==> src/rtl/mul_seq_if.sv <==
// mul_seq_if -- operand/result bundle for the sequential multiplier.
//
// Signals (LEN = operand width):
//   start  : load a/b and begin a multiply (master -> slave)
//   a, b   : multiplicand / multiplier, LEN bits (master -> slave)
//   done   : idle with a valid product on p_hi/p_lo (slave -> master)
//   p_hi   : upper LEN bits of the product (slave -> master)
//   p_lo   : lower LEN bits of the product (slave -> master)
// Modports: master (requester side), slave (multiplier side).
interface mul_seq_if #(
    parameter int LEN = 16
);
    logic           start;
    logic [LEN-1:0] a;
    logic [LEN-1:0] b;
    logic           done;
    logic [LEN-1:0] p_hi;
    logic [LEN-1:0] p_lo;

    modport master (
        output start, a, b,
        input  done, p_hi, p_lo
    );

    modport slave (
        input  start, a, b,
        output done, p_hi, p_lo
    );
endinterface

==> src/rtl/mul_seq.sv <==
// mul_seq -- iterative shift-add multiplier, one multiplier bit per cycle.
//
// Ports:
//   clk  : clock, all state updates on the rising edge
//   rst  : asynchronous active-high reset (clears all state, done=1)
//   bus  : mul_seq_if.slave -- start/a/b in, done/p_hi/p_lo out
//
// A start edge loads m=a, mq=b, acc=0 and counter=LEN. Each following edge
// with start low and counter non-zero adds m to acc when mq[0] is set and
// shifts {acc, mq} right by one. After LEN iterations {acc, mq} = a*b.
// start always wins over an iteration, so it aborts and restarts a multiply.
//
// Build option: define MUL_SIGNED_EN for two's-complement operands. The sum
// is then sign-extended, the last iteration subtracts m (the multiplier's
// sign bit has negative weight) and the shift brings in the sign of the sum.
// Without it, operands are unsigned and the shift is zero-filled through the
// carry bit of the sum.
module mul_seq #(
    parameter int LEN = 16
) (
    input  logic      clk,
    input  logic      rst,
    mul_seq_if.slave  bus
);
    localparam int CW = $clog2(LEN) + 1;

    logic [CW-1:0]  cnt_r;
    logic [LEN-1:0] m_r;
    logic [LEN-1:0] acc_r;
    logic [LEN-1:0] mq_r;

    logic [CW-1:0]  cnt_s;
    logic [LEN-1:0] m_s;
    logic [LEN-1:0] acc_s;
    logic [LEN-1:0] mq_s;
    logic [LEN:0]   addend_s;
    logic [LEN:0]   sum_s;

    // Next-state computation: load on start, otherwise iterate while busy, else hold.
    always_comb begin
        cnt_s    = cnt_r;
        m_s      = m_r;
        acc_s    = acc_r;
        mq_s     = mq_r;
        addend_s = '0;
        sum_s    = '0;
        if (bus.start) begin
            cnt_s = CW'(LEN);
            m_s   = bus.a;
            mq_s  = bus.b;
            acc_s = '0;
        end else if (cnt_r != '0) begin
`ifdef MUL_SIGNED_EN
            addend_s = mq_r[0] ? {m_r[LEN-1], m_r} : '0;
            // Last iteration handles the multiplier sign bit: weight -2^(LEN-1).
            if (cnt_r == CW'(1)) begin
                sum_s = {acc_r[LEN-1], acc_r} - addend_s;
            end else begin
                sum_s = {acc_r[LEN-1], acc_r} + addend_s;
            end
`else
            addend_s = mq_r[0] ? {1'b0, m_r} : '0;
            sum_s    = {1'b0, acc_r} + addend_s;
`endif
            // {acc, mq} <= {sum, mq} >> 1; sum[LEN] becomes the new acc MSB.
            acc_s = sum_s[LEN:1];
            mq_s  = {sum_s[0], mq_r[LEN-1:1]};
            cnt_s = cnt_r - CW'(1);
        end else begin
            cnt_s = cnt_r;
        end
    end

    // State registers with asynchronous clear.
    always_ff @(posedge clk or posedge rst) begin
        if (rst) begin
            cnt_r <= '0;
            m_r   <= '0;
            acc_r <= '0;
            mq_r  <= '0;
        end else begin
            cnt_r <= cnt_s;
            m_r   <= m_s;
            acc_r <= acc_s;
            mq_r  <= mq_s;
        end
    end

    assign bus.done = (cnt_r == '0);
    assign bus.p_hi = acc_r;
    assign bus.p_lo = mq_r;
endmodule

==> src/flat_wrapper.sv <==
// flat-port wrapper written by rule: the top's interface ports become plain ports
module mul_seq_flat 
#(
    parameter int LEN = 16
)
  (clk, rst, bus_start, bus_a, bus_b, bus_done, bus_p_hi, bus_p_lo);
  mul_seq_if #(.LEN(LEN)) bus_i ();
  input  logic clk;
  input  logic rst;
  input wire logic [$bits(bus_i.start)-1:0] bus_start;
  input wire logic [$bits(bus_i.a)-1:0] bus_a;
  input wire logic [$bits(bus_i.b)-1:0] bus_b;
  output wire logic [$bits(bus_i.done)-1:0] bus_done;
  output wire logic [$bits(bus_i.p_hi)-1:0] bus_p_hi;
  output wire logic [$bits(bus_i.p_lo)-1:0] bus_p_lo;
  assign bus_i.start = bus_start;
  assign bus_i.a = bus_a;
  assign bus_i.b = bus_b;
  assign bus_done = bus_i.done;
  assign bus_p_hi = bus_i.p_hi;
  assign bus_p_lo = bus_i.p_lo;
  mul_seq #(.LEN(LEN)) u_core (.clk(clk), .rst(rst), .bus(bus_i));
endmodule
==> config.mk <==
export PLATFORM = sky130hd
export DESIGN_NAME = mul_seq_flat
export DESIGN_NICKNAME = d
export VERILOG_FILES = /design/src/rtl/mul_seq_if.sv /design/src/rtl/mul_seq.sv /design/src/flat_wrapper.sv
export SDC_FILE = /design/constraint.sdc
export NUM_CORES = 1
export LEC_CHECK = 0
export BUFFER_PORTS_ARGS = -buffer_cell sky130_fd_sc_hd__buf_4
export CORE_ASPECT_RATIO = 2
export CORE_MARGIN = 2
export CORE_UTILIZATION = 52
export DETAILED_ROUTE_END_ITERATION = 8
export HOLD_SLACK_MARGIN = 0.02
export PLACE_DENSITY = 0.84
export SLEW_MARGIN = 30
export SYNTH_ARGS = -nofsm -noshare
export SYNTH_HDL_FRONTEND = slang
export SYNTH_SLANG_ARGS = --single-unit
==> constraint.sdc <==
create_clock -name clk -period 5.1 [get_ports clk]
set_input_delay 1.02 -clock clk [delete_from_list [all_inputs] [get_ports clk]]
set_output_delay 1.02 -clock clk [all_outputs]
set_load 0.05 [all_outputs]
==> reports/results.ini <==
[critical_path]
r2r_cells=10
crit_top_cell=inv_1
rr_endpoint=u_core.bus.p_hi[11]
crit_start=u_core.bus.p_lo[0]
required_ns=5.28
cp.arrival_ns=3.16
crit_fanout=18
cpMaxStageDelayCell=dfrtp_1
endpoint=u_core.bus.p_hi[11]
cp_cell_sequence=and2_1, ha_1, inv_1, fa_1, inv_1, a21o_1, a41o_1, or4_4, and3_1, a311o_1
endpoint_kind=flop
reg2reg_slack_ns=2.12
worst-setup-path-type=flop to flop
crit_cells=10
critPathMaxStageDelay_ns=0.57
worst-path-buf-inv=2
crit_family=simple AND/OR/NAND/NOR gates
start_kind=flop
r2r-start=u_core.bus.p_lo[0]

[synthesis]
synth_seq_cells=53
synth_nets=388
synthArstFlopShare_pct=100
synth_largest_area_cell=dfrtp_1
synth.top_cell.area_share_pct=41.8
synthTopCellsByCount=53 x dfrtp_1, 40 x nand2_1, 24 x nor2_1, 22 x o21ai_0, 19 x mux2i_1
yosysUniqueCellTypes=50
syn_inst=334
synth_area_leaders=dfrtp_1 42%, ha_1 7.1%, mux2_2 6.0%
netlist_area_um2=3170
synth.most_common_cell=dfrtp_1
synth.yosys.warnings=0
synth_flop_cell=dfrtp_1
synth_edf_count=0
syn_avg_cell_area_um2=9.50
synth-seq-area-share_pct=41.8

[clock_tree]
insertion_delay_ns=0.29
cts_root_buf=clkbuf_16
cts_buffer_depth=2
numCtsBuffers=5
cts_resized=0
cts.sinks=53
cts_tree=built
hold_buffers=0
clkTransAtPathRegs_ns=0.07
cts_max_level=2
postCtsSetupRepairBufs=0

[sta]
min_period_ns=2.98
max_slew_margin_pct=51.9
tightestPinTransition_ns=0.721
setup_viol=0
period_share_pct=58.4
rsz0062_at_grt=no
fmax_ghz=0.336
fin_skew_ns=0.00207
fin_setup_tns_ns=0
drv_slew=0
hold_viol=0

[grt]
grt_max_degree=76
antenna_found_initial=0
grt.total_usage_pct=23.5
gr-total-overflow=0
grt_pass1_vias=2653
grt_first_pass_wirelength_um=12100

[final_layout]
multi_input_area_um2=1730
regArea_um2=1330
num-fill-cells=493
diodes=0
design_area_um2=3860
layout-drive-gt1-share_pct=25.6
area_growth_pct=21.8
layout.nets=444
fin_util_pct=64.9

[placed_design]
numPortBuffers=67
routabilityCongestion=0.859
dp_hpwl_um=5250
dpl-instance-area_um2=3690

[floorplanning]
die_area_um2=6780
die_w_um=59.2
io_pins=68
core_um2=5960
start_util_pct=53.3
die_h_um=114
rows=40

[pwr]
total_leakage_power_nw=1.86
vdd_drop_max_mv=0.352
powerDensity_nw_per_um2=528

[route]
route.detailed.drc=0
finalWirelength_um=7350
via_per_inst=5.87
vias=2666
routedWlPerCell_um=16.2
ant_nets=0
drtPass1Iterations=5
first_iter_violations=75

[outcome]
status=completed

[job]
drv_cap=0

[min_path]
hp-class=flop to flop

[how the worst min path moves through the flow]
| stage | from | to | slack [ns] | cells past startpoint |
|---|---|---|---|---|
| 2_1_floorplan | u_core.m_r[15] | u_core.m_r[15] | 0.47 | 1 |
| 3_3_place_gp | u_core.m_r[12] | u_core.m_r[12] | 0.48 | 1 |
| 3_5_place_dp | u_core.m_r[15] | u_core.m_r[15] | 0.49 | 1 |
| 4_1_cts | u_core.m_r[15] | u_core.m_r[15] | 0.51 | 1 |
| 5_1_grt | u_core.m_r[12] | u_core.m_r[12] | 0.53 | 1 |
| 6_report | u_core.m_r[15] | u_core.m_r[15] | 0.50 | 1 |
[state kept, by name (all words and copies together), names as in the netlist]
register	count
u_core.m_r	16
u_core.cnt_r	5
u_core.bus.p_hi	16
u_core.bus.p_lo	16
[cells in the final DEF (no fill, tap or decap), drive strengths merged, types with 2 or more instances in the layout]
| cell type | instances |
|---|---|
| o21a | 3 |
| a21oi | 19 |
| o21ai | 22 |
| xnor2 | 4 |
| and3 | 3 |
| xor2 | 4 |
| a211oi | 4 |
| nand3 | 7 |
| nor3b | 2 |
| nor2 | 24 |
| nor2b | 2 |
| or4 | 4 |
| mux2i | 19 |
| nand3b | 5 |
| ha | 18 |
| nor3 | 5 |
| dfrtp | 53 |
| buf | 68 |
| inv | 11 |
| or2 | 2 |
| nand4 | 6 |
| o32ai | 2 |
| nand2 | 40 |
| mux2 | 17 |
| clkbuf | 6 |
| a21o | 5 |
| and2 | 15 |
[layer usage]
layer | part of all wire [%] | vias to the layer above | global-route usage (%)
met2 | 56 | 86 | 41.1
met4 | 3.0 | 0 | 12.4
met3 | 4.0 | 17 | 4.86
li1 | - | 1292 | -
met5 | 0 | - | 0
met1 | 37 | 1271 | 25.5
[where the power goes]
| part | internal [mW] | switching (mW) | total (mW) | leakage [nW] |
|---|---|---|---|---|
| Sequential | 0.525 | 0.0949 | 0.620 | 0.656 |
| Clock | 0.245 | 0.151 | 0.396 | 0.0831 |
| Combinational | 0.366 | 0.656 | 1.02 | 1.12 |
| Total | 1.14 | 0.902 | 2.04 | 1.86 |
[through the flow]
stage                     hold slack [ns]  total power, mW  worst slack [ns]  std cells
after floorplan                     0.472             1.37              2.13        334
after global placement              0.483             1.63              2.25        446
after detailed placement            0.490             1.65              2.16        446
after CTS                           0.505             2.05              2.14        454
after global routing                0.530             2.16              1.99        454
final                               0.503             2.04              2.12        454
[layout make-up]
class                      count  area share, %
sequential                    53           34.3
clock buffer                   6           3.59
tap                           63           2.04
inverter                      11           1.13
timing repair buffer          68           13.2
clock inverter                 2          0.972
multi-input combinational    251           44.7
[cell families (layout without fill, tap and decap cells)]
logic type | after synthesis | count (layout) | share of synthesized area (%)
adders and majority gates | 19 | 19 | 7.73
DFF | 53 | 53 | 41.8
muxes | 36 | 36 | 12.0
buffers and inverters | 30 | 87 | 3.71
xor gates and xnor gates | 8 | 8 | 2.21
AOI/OAI and AO/OA | 71 | 71 | 14.3
and+or+nand+nor | 117 | 117 | 18.2
Power figures use the tool's default switching activity.
